<file path="config.mk">
export PLATFORM = sky130hd
export DESIGN_NAME = y86_inst_encoder_flat
export DESIGN_NICKNAME = d
export VERILOG_FILES = /design/src/rtl/y86_pkg.sv /design/src/rtl/y86_inst_encoder_if.sv /design/src/rtl/y86_byte_serializer.sv /design/src/rtl/y86_inst_encoder.sv /design/src/flat_wrapper.sv
export SDC_FILE = /design/constraint.sdc
export NUM_CORES = 1
export LEC_CHECK = 0
export CAP_MARGIN = 20
export CORE_ASPECT_RATIO = 2
export CORE_MARGIN = 5
export CORE_UTILIZATION = 55
export DETAILED_ROUTE_END_ITERATION = 16
export GPL_TIMING_DRIVEN = 0
export PLACE_DENSITY_LB_ADDON = 0.12
export SLEW_MARGIN = 20
export SYNTH_ARGS = -nofsm -noshare
export SYNTH_HDL_FRONTEND = slang
export SYNTH_SLANG_ARGS = --single-unit
</file>
<file path="constraint.sdc">
create_clock -name clk -period 4.5 [get_ports clk]
set_input_delay 0.675 -clock clk [delete_from_list [all_inputs] [get_ports clk]]
set_output_delay 0.675 -clock clk [all_outputs]
set_load 0.01 [all_outputs]
</file>
<file path="src/rtl/y86_pkg.sv">
// rtl/y86_pkg.sv - Y86-64 instruction codes and length helpers shared by the encoder and fetch decoder
package y86_pkg;

    localparam logic [3:0] I_HALT   = 4'h0;
    localparam logic [3:0] I_NOP    = 4'h1;
    localparam logic [3:0] I_RRMOVQ = 4'h2;
    localparam logic [3:0] I_IRMOVQ = 4'h3;
    localparam logic [3:0] I_RMMOVQ = 4'h4;
    localparam logic [3:0] I_MRMOVQ = 4'h5;
    localparam logic [3:0] I_OPQ    = 4'h6;
    localparam logic [3:0] I_JXX    = 4'h7;
    localparam logic [3:0] I_CALL   = 4'h8;
    localparam logic [3:0] I_RET    = 4'h9;
    localparam logic [3:0] I_PUSHQ  = 4'hA;
    localparam logic [3:0] I_POPQ   = 4'hB;

    localparam logic [3:0] RNONE = 4'hF;

    typedef enum logic {S_IDLE, S_EMIT} enc_state_t;

    // Encoded length in bytes; 0 marks an illegal icode.
    function automatic logic [3:0] inst_len(input logic [3:0] icode);
        case (icode)
            I_HALT, I_NOP, I_RET:                  return 4'd1;
            I_RRMOVQ, I_OPQ, I_PUSHQ, I_POPQ:      return 4'd2;
            I_IRMOVQ, I_RMMOVQ, I_MRMOVQ:          return 4'd10;
            I_JXX, I_CALL:                         return 4'd9;
            default:                               return 4'd0;
        endcase
    endfunction

    function automatic logic has_regbyte(input logic [3:0] icode);
        case (icode)
            I_RRMOVQ, I_IRMOVQ, I_RMMOVQ, I_MRMOVQ,
            I_OPQ, I_PUSHQ, I_POPQ:                return 1'b1;
            default:                               return 1'b0;
        endcase
    endfunction

    function automatic logic has_valc(input logic [3:0] icode);
        case (icode)
            I_IRMOVQ, I_RMMOVQ, I_MRMOVQ,
            I_JXX, I_CALL:                         return 1'b1;
            default:                               return 1'b0;
        endcase
    endfunction

endpackage

</file>
<file path="src/rtl/y86_inst_encoder_if.sv">
// rtl/y86_inst_encoder_if.sv - decoded-instruction handshake between sequencer and encoder
interface y86_inst_encoder_if;
    logic        in_valid;
    logic        in_ready;
    logic [3:0]  icode;
    logic [3:0]  ifun;
    logic [3:0]  rA;
    logic [3:0]  rB;
    logic [63:0] valC;

    modport master (output in_valid, icode, ifun, rA, rB, valC, input in_ready);
    modport slave  (input in_valid, icode, ifun, rA, rB, valC, output in_ready);
endinterface

</file>
<file path="src/rtl/y86_byte_serializer.sv">
// rtl/y86_byte_serializer.sv - emits a latched up-to-10-byte image one byte per clock, LSB byte first
module y86_byte_serializer (
    input  logic        clk,
    input  logic        rst_n,
    input  logic        load,
    input  logic        abort,
    input  logic [79:0] bytes,
    input  logic [3:0]  len,
    output logic        mem_we,
    output logic [7:0]  mem_wdata,
    output logic        done,
    output logic        last
);
    logic [71:0] rest_q;
    logic [3:0]  rem_q;

    assign last = mem_we && (rem_q == 4'd0);

    always_ff @(posedge clk or negedge rst_n) begin
        if (!rst_n) begin
            mem_we    <= 1'b0;
            mem_wdata <= 8'h00;
            done      <= 1'b0;
            rest_q    <= '0;
            rem_q     <= 4'd0;
        end else if (abort) begin
            mem_we    <= 1'b0;
            mem_wdata <= 8'h00;
            done      <= 1'b0;
            rem_q     <= 4'd0;
        end else if (load) begin
            mem_we    <= 1'b1;
            mem_wdata <= bytes[7:0];
            rest_q    <= bytes[79:8];
            rem_q     <= len - 4'd1;
            done      <= (len == 4'd1);
        end else if (mem_we) begin
            if (rem_q == 4'd0) begin
                mem_we    <= 1'b0;
                mem_wdata <= 8'h00;
                done      <= 1'b0;
            end else begin
                mem_wdata <= rest_q[7:0];
                rest_q    <= {8'h00, rest_q[71:8]};
                rem_q     <= rem_q - 4'd1;
                done      <= (rem_q == 4'd1);
            end
        end
    end
endmodule

</file>
<file path="src/rtl/y86_inst_encoder.sv">
// rtl/y86_inst_encoder.sv - Y86-64 instruction encoder/loader; Y86_ENC_RNONE_FILL_EN forces unused register nibbles to RNONE
module y86_inst_encoder
    import y86_pkg::*;
#(
    parameter int ADDR_W    = 10,
    parameter int BASE_ADDR = 0
) (
    input  logic              clk,
    input  logic              rst_n,
    input  logic              ptr_clr,
    y86_inst_encoder_if.slave inst,
    output logic              mem_we,
    output logic [ADDR_W-1:0] mem_addr,
    output logic [7:0]        mem_wdata,
    output logic              done,
    output logic [ADDR_W-1:0] wr_ptr,
    output logic              err_invalid,
    output logic              err_overflow
);
    localparam logic [ADDR_W-1:0] BASE  = ADDR_W'(BASE_ADDR);
    localparam logic [ADDR_W:0]   DEPTH = {1'b1, {ADDR_W{1'b0}}};

    enc_state_t  state_q, state_d;
    logic [3:0]  len;
    logic [3:0]  ra_eff, rb_eff;
    logic [79:0] bytes;
    logic        fits;
    logic        load, abort, step, last, set_inv, set_ovf;

    assign len = inst_len(inst.icode);

`ifdef Y86_ENC_RNONE_FILL_EN
    assign ra_eff = (inst.icode == I_IRMOVQ) ? RNONE : inst.rA;
    assign rb_eff = (inst.icode == I_PUSHQ || inst.icode == I_POPQ) ? RNONE : inst.rB;
`else
    assign ra_eff = inst.rA;
    assign rb_eff = inst.rB;
`endif

    // Jumps and calls have no register byte, so valC moves up to byte 1.
    assign bytes = has_regbyte(inst.icode) ? {inst.valC, ra_eff, rb_eff, inst.icode, inst.ifun}
                                           : {8'h00, inst.valC, inst.icode, inst.ifun};

    assign fits = ({1'b0, wr_ptr} + {{(ADDR_W-3){1'b0}}, len}) <= DEPTH;
    assign inst.in_ready = (state_q == S_IDLE);

    always_comb begin
        state_d = state_q;
        load    = 1'b0;
        abort   = 1'b0;
        step    = 1'b0;
        set_inv = 1'b0;
        set_ovf = 1'b0;
        case (state_q)
            S_IDLE: begin
                if (!ptr_clr && inst.in_valid) begin
                    if (len == 4'd0) begin
                        set_inv = 1'b1;
                    end else if (!fits) begin
                        set_ovf = 1'b1;
                    end else begin
                        load    = 1'b1;
                        state_d = S_EMIT;
                    end
                end
            end
            S_EMIT: begin
                if (ptr_clr) begin
                    abort   = 1'b1;
                    state_d = S_IDLE;
                end else if (last) begin
                    state_d = S_IDLE;
                end else begin
                    step = 1'b1;
                end
            end
            default: state_d = S_IDLE;
        endcase
    end

    always_ff @(posedge clk or negedge rst_n) begin
        if (!rst_n) begin
            state_q <= S_IDLE;
        end else begin
            state_q <= state_d;
        end
    end

    // wr_ptr advances as each byte is issued, so it is the next free address once idle.
    always_ff @(posedge clk or negedge rst_n) begin
        if (!rst_n) begin
            wr_ptr       <= BASE;
            mem_addr     <= '0;
            err_invalid  <= 1'b0;
            err_overflow <= 1'b0;
        end else if (ptr_clr) begin
            wr_ptr       <= BASE;
            err_invalid  <= 1'b0;
            err_overflow <= 1'b0;
        end else begin
            if (load) begin
                mem_addr <= wr_ptr;
                wr_ptr   <= wr_ptr + 1'b1;
            end else if (step) begin
                mem_addr <= mem_addr + 1'b1;
                wr_ptr   <= wr_ptr + 1'b1;
            end
            if (set_inv) err_invalid  <= 1'b1;
            if (set_ovf) err_overflow <= 1'b1;
        end
    end

    y86_byte_serializer u_ser (
        .clk       (clk),
        .rst_n     (rst_n),
        .load      (load),
        .abort     (abort),
        .bytes     (bytes),
        .len       (len),
        .mem_we    (mem_we),
        .mem_wdata (mem_wdata),
        .done      (done),
        .last      (last)
    );
endmodule

</file>
<file path="src/flat_wrapper.sv">
// flat-port wrapper written by rule: the top's interface ports become plain ports
module y86_inst_encoder_flat import y86_pkg::*;
#(
    parameter int ADDR_W    = 10,
    parameter int BASE_ADDR = 0
)
  (clk, rst_n, ptr_clr, mem_we, mem_addr, mem_wdata, done, wr_ptr, err_invalid, err_overflow, inst_in_valid, inst_icode, inst_ifun, inst_rA, inst_rB, inst_valC, inst_in_ready);
  y86_inst_encoder_if inst_i ();
  input  logic clk;
  input  logic rst_n;
  input  logic ptr_clr;
  output logic mem_we;
  output logic [ADDR_W-1:0] mem_addr;
  output logic [7:0] mem_wdata;
  output logic done;
  output logic [ADDR_W-1:0] wr_ptr;
  output logic err_invalid;
  output logic err_overflow;
  input wire logic [$bits(inst_i.in_valid)-1:0] inst_in_valid;
  input wire logic [$bits(inst_i.icode)-1:0] inst_icode;
  input wire logic [$bits(inst_i.ifun)-1:0] inst_ifun;
  input wire logic [$bits(inst_i.rA)-1:0] inst_rA;
  input wire logic [$bits(inst_i.rB)-1:0] inst_rB;
  input wire logic [$bits(inst_i.valC)-1:0] inst_valC;
  output wire logic [$bits(inst_i.in_ready)-1:0] inst_in_ready;
  assign inst_i.in_valid = inst_in_valid;
  assign inst_i.icode = inst_icode;
  assign inst_i.ifun = inst_ifun;
  assign inst_i.rA = inst_rA;
  assign inst_i.rB = inst_rB;
  assign inst_i.valC = inst_valC;
  assign inst_in_ready = inst_i.in_ready;
  y86_inst_encoder #(.ADDR_W(ADDR_W), .BASE_ADDR(BASE_ADDR)) u_core (.clk(clk), .rst_n(rst_n), .ptr_clr(ptr_clr), .inst(inst_i), .mem_we(mem_we), .mem_addr(mem_addr), .mem_wdata(mem_wdata), .done(done), .wr_ptr(wr_ptr), .err_invalid(err_invalid), .err_overflow(err_overflow));
endmodule
</file>
### Word level (Yosys, flattened, before mapping)

Memory sizes are Yosys's and may differ from the RTL's.
Index checks and enable logic that the tools add are counted.

* mux-type cells: 47
* reductions and logical operators: 15
* bitwise gates (word level): 3
* eq/ne operators: 11
* $add $sub $neg: 5
* $lt $le $gt $ge: 1

Operators with widths (number)
* 72-bit 2-to-1 mux: 3
* 80-bit 2-to-1 mux: 1
* 10-bit 2-to-1 mux: 5
* 8-bit 2-to-1 mux: 4
* 1-bit 2-to-1 mux: 29
* 10-bit by 1-bit adder with 10-bit output (second input constant): 2
* 4-bit 2-to-1 mux: 4
* 4-bit by 3-bit equality test with 1-bit output (second input constant): 3
* 10-bit by 4-bit adder with 11-bit output: 1
* 11-bit <= comparator (second input constant): 1
* 4-bit by 1-bit equality test with 1-bit output (second input constant): 2
* 4-bit by 2-bit equality test with 1-bit output (second input constant): 2
* 4-bit equality test (second input constant): 2
* 4-bit logical NOT: 2
* 2-bit nonzero test: 4
* 4-bit by 1-bit subtractor with 4-bit output (second input constant): 2
* 7-bit OR reduction: 1
* 3-bit nonzero test: 2
* 2-bit AND reduction: 2
* 3-bit by 1-bit != test with 1-bit output (second input constant): 1
* 1-bit NOT: 3
* 3-bit AND reduction: 1
* 1-bit logical AND: 2
* 2-bit by 1-bit != test with 1-bit output (second input constant): 1
* 2 further kinds: 2

* output and inout bits: 33
* word-level logic and storage cells: 93
* bits in registers: 109
* memories: 1
* ROM bits: 48

Memory list
* (no name shown): words 16, width 3, rd ports 1, clocked after Yosys merged registers in 0, wr ports 0, line y86_pkg.sv:23 `case (icode)`

### Logic depth before layout (Yosys ltp)

Gate-level depths: netlist of run 1.
An unclocked memory read counts as a cell.

* depth in word-level cells: 9
* depth in mapped cells: 16
* mapped depth without buffers: 13

### Hierarchy

Synthesis of run 1 repeated with hierarchy kept, for this count alone.

* cell total of the unflattened synthesis: 764
* area, all modules: 6511.2 um^2

Modules (own cells, without submodules)
* y86_byte_serializer: seq. area each 2152.1 um^2, area an instance 4169.0 um^2, times used 1, cells each 398
* y86_inst_encoder: seq. area each 575.6 um^2, area an instance 2342.2 um^2, times used 1, cells each 366

### Worst setup path before layout of run 1

Ideal clock, no wire load.

* path kind: input-to-reg
* start: input port inst_icode[3]
* end: register u_core.u_ser.rest_q[0]
* buffers on the path: 3
* slack: 1099 ps
* arrival: 3273 ps
* cell stages on the path: 16
* required time: 4372 ps
* setup time: 128 ps
* cell sequence: nand4b_1 o21a_1 inv_1 ha_1 inv_1 fa_1 and3b_1 o2111a_1 o21ai_1 and2_1 buf_2 nor2_4 inv_2 buf_4 buf_4 mux2_1

* cells in the longest elaborated chain, start to end: 9

RTL lines
* start: declaration: line flat_wrapper.sv:20 `input wire logic [$bits(inst_i.icode)-1:0] inst_icode;`
* memory read 16 x 3 bit
* 10-bit by 4-bit adder with 11-bit output: line y86_inst_encoder.sv:44 `assign fits = ({1'b0, wr_ptr} + {{(ADDR_W-3){1'b0}}, len}) <= DEPTH;`
* 11-bit <= comparator: line y86_inst_encoder.sv:44
* 1-bit 2-to-1 mux: line y86_inst_encoder.sv:59 `end else if (!fits) begin`
* 1-bit 2-to-1 mux: line y86_inst_encoder.sv:57 `if (len == 4'd0) begin`
* 1-bit 2-to-1 mux: line y86_inst_encoder.sv:56 `if (!ptr_clr && inst.in_valid) begin`
* 1-bit 2-to-1 mux: line y86_inst_encoder.sv:54 `case (state_q)`
* 2-bit by 1-bit != test with 1-bit output (no line) or 2-bit nonzero test (tied branches)
* 3-bit AND reduction (no line)
* end signal: assignment: line y86_byte_serializer.sv:34 `rest_q <= bytes[79:8];`
* end signal: assignment: line y86_byte_serializer.sv:44 `rest_q <= {8'h00, rest_q[71:8]};`
* end: declaration: line y86_byte_serializer.sv:14 `logic [71:0] rest_q;`

Several ways; a longest one is shown, not always the timed one.
A chain may end at the register's enable or synchronous reset.

### Worst setup path after layout of run 1

* start: input port inst_icode[1]
* end: register u_core.u_ser.rest_q[5]

The elaborated chain is that of the path after synthesis.

==> results of run 1 <==
## Yosys cell counts, types with 2 or more instances
cell / instances / area [sq um]
and4_1: 2 / 17.5
o311ai_0: 5 / 43.8
buf_4: 10 / 75.1
nand4_1: 5 / 31.3
a32o_1: 2 / 20.0
buf_2: 7 / 35.0
xnor2_1: 5 / 43.8
a21oi_1: 71 / 355
or3_1: 2 / 12.5
ha_1: 11 / 138
and2_1: 2 / 12.5
xor2_1: 7 / 61.3
mux2i_1: 12 / 120
o31ai_1: 2 / 15.0
mux2_1: 41 / 462
a211oi_1: 3 / 22.5
a31oi_1: 64 / 400
buf_1: 6 / 22.5
nand3_1: 10 / 50.1
nor3_2: 2 / 20.0
mux2_2: 25 / 282
o21ai_0: 13 / 65.1
o2bb2ai_1: 8 / 70.1
nor2_1: 8 / 30.0
nand2_1: 153 / 574
a22o_1: 8 / 70.1
dfrtp_1: 109 / 2730
nor3_1: 4 / 20.0
nor2b_1: 3 / 18.8
o41ai_1: 5 / 43.8
clkbuf_1: 28 / 105
inv_1: 14 / 52.6
## how the worst max path moves through the flow
| stage | endpoint | from | slack [ns] | depth (start not counted) |
|---|---|---|---|---|
| 5_1_grt | u_core.u_ser.rest_q[11] | inst_icode[1] | 0.04 | 16 |
| 3_3_place_gp | u_core.u_ser.rest_q[47] | rst_n | -1.43 | 1 |
| 3_5_place_dp | u_core.u_ser.rest_q[53] | inst_icode[1] | -0.56 | 13 |
| 4_1_cts | u_core.u_ser.rest_q[53] | inst_icode[1] | 0.07 | 13 |
| 6_report | u_core.u_ser.rest_q[5] | inst_icode[1] | 0.26 | 17 |
| 2_1_floorplan | u_core.u_ser.rest_q[0] | inst_icode[3] | 1.10 | 16 |
## state kept, by name, indices dropped and copies added, names as in the netlist
| name | cells |
|---|---|
| u_core.err_overflow | 1 |
| u_core.u_ser.mem_wdata | 8 |
| u_core.u_ser.rem_q | 4 |
| u_core.u_ser.mem_we | 1 |
| u_core.u_ser.done | 1 |
| u_core.err_invalid | 1 |
| u_core.u_ser.rest_q | 72 |
| u_core.wr_ptr | 10 |
| u_core.state_q | 1 |
| u_core.mem_addr | 10 |
## stage by stage
step / instance area (sq um) / hold WS, ns / std cells
5_1_grt: 7900 / 0.306 / 941
3_5_place_dp: 7570 / 0.479 / 925
3_3_place_gp: 7540 / 0.472 / 924
2_1_floorplan: 6210 / 0.379 / 667
4_1_cts: 7880 / 0.293 / 941
6_report: 7900 / 0.267 / 941
## cells by family (layout without fill, tap and decap cells)
kind of cell	after synthesis	after routing	share of synthesized area
fa+ha+maj	12	12	0.0254
compound gates	191	191	0.195
xor+xnor	12	12	0.0169
simple gates	199	199	0.137
flops	109	109	0.439
buf+inv	66	198	0.0474
mux	78	78	0.139
## routing by layer
metal	share of wire	up-vias	global-route usage
li1	-	2654	-
met1	0.34	2848	0.293
met2	0.55	218	0.528
met3	0.049	78	0.0356
met4	0.063	0	0.179
met5	0	-	0
## layout make-up
type                            count  area, sq um
Timing Repair Buffer              116         1180
Fill cell                         909         3320
Sequential cell                   109         2730
Clock buffer                       11          253
Clock inverter                      5         58.8
Buffer                             51          240
Inverter                           15         56.3
Tap cell                          142          178
Multi-Input combinational cell    492         3200
## repair_timing
item | CTS | global route
cloned | 0 | 0
endpoints found under the hold margin | 0 | 0
endpoints found under the setup margin | 61 | 61
gates resized for setup | 1 | 6
## critical path, delay by kind of cell
family	cells	cell delay [ns]
simple gates	4	0.80
fa+ha+maj	2	0.65
buf+inv	7	1.48
compound gates	3	0.51
mux	1	0.34
## report_power, final
| part | switching (W) | internal, W | total (W) |
|---|---|---|---|
| clock | 0.000375 | 0.000463 | 0.000837 |
| sequential | 0.000271 | 0.00136 | 0.00163 |
| combinational | 0.000794 | 0.000820 | 0.00161 |
==> results.cfg, run 1 <==
[sta]
finalCritPeriodShare = 0.942
fmax_mhz = 236
setup_viol = 0
fin_tns_setup_ns = 0
worst_slew_margin_rel = 0.521
setup_ws_ns = 0.260
grt_setup_unrepaired = no
final.setup_skew_ns = 0.00833
fin_crit_ns = 4.24
worst_pin_slew_ns = 0.717
hold_violations = 0
drv_slew = 0

[floorplan]
std_cell_rows = 55
die_y_um = 160
initial_utilization = 0.553
die-area_sq_um = 13600
die_w_um = 85.1
core_area_sq_um = 11200
boundaryPins = 117

[pwr]
p_total_w = 0.00408
ir_drop_mv = 0.317
leakagePower_nw = 3.35
p_per_area_nw_per_um2 = 517

[clocking]
cts.path.max_buffers = 2
cts_max_level = 3
cts_sinks = 109
postCtsSetupBuffers = 0
cts_tree = yes
clk_latency_ns = 0.35
clk_pin_slew_ns = 0.08
cts_hold_buf = 0
root_buffer = clkbuf_16
cts_buffers = 9

[min_path]
min_path_type = input pin to async pin

[synth]
yosys_warnings = 0
synth_async_sr_flop_share = 1.00
synth.distinct_cells = 52
synth_cells = 667
synth-main-ff-cell = dfrtp_1
synth_edf_count = 0
ys_seq_elements = 109
synth_nets = 763
syn_area_sq_um = 6210
syn_area_per_cell_sq_um = 9.31
synth_seq_area_share = 0.439

[finish]
diodes = 0
layout_common_cells = nand2_1 (153), clkdlybuf4s50_1 (114), dfrtp_1 (109), a21oi_1 (70), a31oi_1 (64)
fin_util = 0.704
syn_to_final_growth_pct = 27.2
fin_nets = 890
drive_above_1_share = 0.0914
layout_commonest_cell = nand2_1

[critical_path]
arrival_ns = 4.47
r2r-start = u_core.wr_ptr[0]
cp_max_fo = 10
cp_slowest_stage_delay_ns = 0.62
worstSetupPathType = input pin to register
critical_path.slowest_cell = clkdlybuf4s50_1
crit_chain = clkdlybuf4s50_1 > nand4b_1 > o21a_1 > inv_1 > ha_1 > inv_1 > fa_1 > and3b_1 > o2111a_1 > o21ai_2 > and2_1 > buf_2 > nor2_4 > inv_2 > buf_4 > buf_4 > mux2_1
end_kind = register
required_ns = 4.73
setup.worst_path.start_class = input pin
r2r_setup_slack_ns = 1.17
worstReg2RegEnd = u_core.u_ser.rest_q[5]
rr_worst_depth = 13

[global_route]
grt_pass1_vias = 6090
antenna_found_initial = 0
grt_max_degree = 58
grt_pass1_wl_um = 30700
grt_usage = 0.286
overflow = 0

[detailed_routing]
drc = 0
ant_nets = 0
via_per_inst = 6.16
drt_iter0_drc = 298
post_drt_wl_per_cell_um = 20.6
vias = 5798
wirelength_um = 19400
dr.pass1.iters = 4

[run]
cap_violations = 0

[placed_design]
place_ws_ns = -0.562
hpwlAfterDp_um = 15000
place_congestion = 0.929
port_buffers = 115

[run_status]
status = completed
Power figures use the tool's default switching activity.
==> inputs of run 2 (changes only) <==
--- a/config.mk
+++ b/config.mk
@@ -9,6 +9,7 @@
 export CORE_ASPECT_RATIO = 2
 export CORE_MARGIN = 5
 export CORE_UTILIZATION = 55
+export CTS_CLUSTER_DIAMETER = 100
 export DETAILED_ROUTE_END_ITERATION = 16
 export GPL_TIMING_DRIVEN = 0
 export PLACE_DENSITY_LB_ADDON = 0.12
==> results of run 2 <==
Same layout as run 1: the final DEF is identical, and so are final timing and power.
==> inputs of run 3 (changes only) <==
--- a/config.mk
+++ b/config.mk
@@ -5,7 +5,7 @@
 export SDC_FILE = /design/constraint.sdc
 export NUM_CORES = 1
 export LEC_CHECK = 0
-export CAP_MARGIN = 20
+export CAP_MARGIN = 10
 export CORE_ASPECT_RATIO = 2
 export CORE_MARGIN = 5
 export CORE_UTILIZATION = 55
@@ -13,7 +13,6 @@
 export DETAILED_ROUTE_END_ITERATION = 16
 export GPL_TIMING_DRIVEN = 0
 export PLACE_DENSITY_LB_ADDON = 0.12
-export SLEW_MARGIN = 20
 export SYNTH_ARGS = -nofsm -noshare
 export SYNTH_HDL_FRONTEND = slang
 export SYNTH_SLANG_ARGS = --single-unit
==> results.cfg, run 3 (synthesis results as in run 1) <==
[pwr]
p_per_area_nw_per_um2 = 517
leakagePower_nw = 3.36
comb_power_share = 0.396
sequentialPowerShare = 0.399
ir_drop_mv = 0.353
p_total_w = 0.00408
p_sw_w = 0.00144
internal_power_w = 0.00264
swShare = 0.352
pwr-share-clk = 0.205

[floorplan]
die-area_sq_um = 13600
die_y_um = 160
initial_utilization = 0.553
boundaryPins = 117
std_cell_rows = 55
die_w_um = 85.1
core_area_sq_um = 11200

[critical_path]
r2r-start = u_core.wr_ptr[0]
worstSetupPathType = input pin to register
arrival_ns = 4.53
required_ns = 4.73
path_buf_inv = 7
end_kind = register
rr_worst_depth = 13
setup.worst_path.start_class = input pin
worstReg2RegEnd = u_core.u_ser.rest_q[6]
cp_top_family = buffers and inverters
critical_path.slowest_cell = clkdlybuf4s50_1
cp_slowest_stage_delay_ns = 0.61
cp_max_fo = 10
worst_path_most_repeated_cell = buf_4
crit_chain = clkdlybuf4s50_1 > a21oi_1 > mux2i_1 > inv_1 > clkbuf_1 > ha_1 > a21o_1 > a32oi_1 > o21ai_2 > and2_1 > buf_2 > nor2_4 > inv_2 > buf_4 > buf_4 > mux2_1
r2r_setup_slack_ns = 1.15

[finish]
layout_commonest_cell = nand2_1
drive_above_1_share = 0.0900
layout_common_cells = nand2_1 (153), clkdlybuf4s50_1 (114), dfrtp_1 (109), a21oi_1 (70), a31oi_1 (64)
fin_util = 0.703
diodes = 0
largest_register_ffs = 72
syn_to_final_growth_pct = 27.1
instances_no_fill = 942
reg.largest.list = u_core.u_ser.rest_q (72), u_core.mem_addr (10), u_core.wr_ptr (10)
fin_nets = 891
top_register = u_core.u_ser.rest_q

[clocking]
cts-resized-gates = 1
cts_hold_buf = 0
cts_sinks = 109
cts_buffers = 9
clk_latency_ns = 0.35
clk_pin_slew_ns = 0.07
cts_tree = yes
cts.path.max_buffers = 2
root_buffer = clkbuf_16
cts_max_level = 3
postCtsSetupBuffers = 0

[run_status]
status = completed

[sta]
finalCritPeriodShare = 0.955
worst_pin_slew_ns = 0.720
worst_slew_margin_rel = 0.520
grt_setup_unrepaired = no
drv_slew = 0
fin_crit_ns = 4.30
fmax_mhz = 233
final.setup_skew_ns = 0.00671
fin_tns_setup_ns = 0
setup_viol = 0
hold_violations = 0

[global_route]
grt_max_degree = 58
grt_usage = 0.286
overflow = 0
grt_pass1_vias = 6003
antenna_found_initial = 0
grt_pass1_wl_um = 30600

[detailed_routing]
post_drt_wl_per_cell_um = 20.6
ant_nets = 0
wirelength_um = 19400
drt_iter0_drc = 324
vias = 5831
dr.pass1.iters = 5
via_per_inst = 6.19
drc = 0

[placed_design]
port_buffers = 115
placed_cells = 925
hpwlAfterDp_um = 15000
place_congestion = 0.929

[run]
cap_violations = 0

[min_path]
min_path_type = input pin to async pin
==> run 3: changes by cell type in the layout (fill, tap and decap cells not counted), sizes merged <==
cell / previous run / this run
buf: 26 / 27
==> run 3: metrics by stage <==
stage               worst slack, ns  hold WS (ns)  area (sq um)
floorplan                      1.10         0.379          6210
global placement              -1.43         0.472          7540
detailed placement           -0.547         0.479          7560
CTS                          0.0867         0.396          7880
global route                 0.0321         0.416          7890
finish                        0.204         0.364          7890
==> run 3: worst max-delay path by stage <==
stage,from,endpoint,slack (ns),cells past startpoint
global route,inst_icode[1],u_core.u_ser.rest_q[6],0.03,16
floorplan,inst_icode[3],u_core.u_ser.rest_q[0],1.10,16
global placement,rst_n,u_core.u_ser.rest_q[47],-1.43,1
detailed placement,inst_icode[1],u_core.u_ser.rest_q[53],-0.55,13
finish,inst_icode[1],u_core.u_ser.rest_q[6],0.20,16
CTS,inst_icode[1],u_core.u_ser.rest_q[53],0.09,13
==> run 3: layer usage <==
metal / vias to the layer above / wire [um] / global-route usage
met5: - / 0 / 0
met4: 0 / 1250 / 0.180
met3: 82 / 1070 / 0.0434
met2: 247 / 10600 / 0.521
met1: 2846 / 6530 / 0.295
li1: 2656 / - / -
==> run 3: worst reg2reg max path: stages, from the launching register on <==
cell and delay, ns:
dfrtp_1 0.51, ha_1 0.26, inv_1 0.07, fa_1 0.40
and3b_1 0.23, o2111a_1 0.22, o21ai_2 0.14, and2_1 0.19
buf_2 0.15, nor2_4 0.25, inv_2 0.07, buf_4 0.19
buf_4 0.20, mux2_1 0.35
==> run 3: layout make-up <==
cell class | count | area [sq um]
multi-input cells | 492 | 3190
repair buffers | 117 | 1180
clock buffers | 11 | 253
flip-flops and latches | 109 | 2730
fillers | 915 | 3330
inverters | 15 | 56.3
clock inverters | 5 | 58.8
well taps | 142 | 178
plain buffers | 51 | 240
==> run 3: power by group through the flow <==
stage	registers, W	logic [W]	clock network (W)
floorplan	0.00157	0.00107	0
global placement	0.00162	0.00154	0
detailed placement	0.00164	0.00160	0
CTS	0.00162	0.00161	0.000836
global route	0.00167	0.00177	0.000882
finish	0.00163	0.00162	0.000836
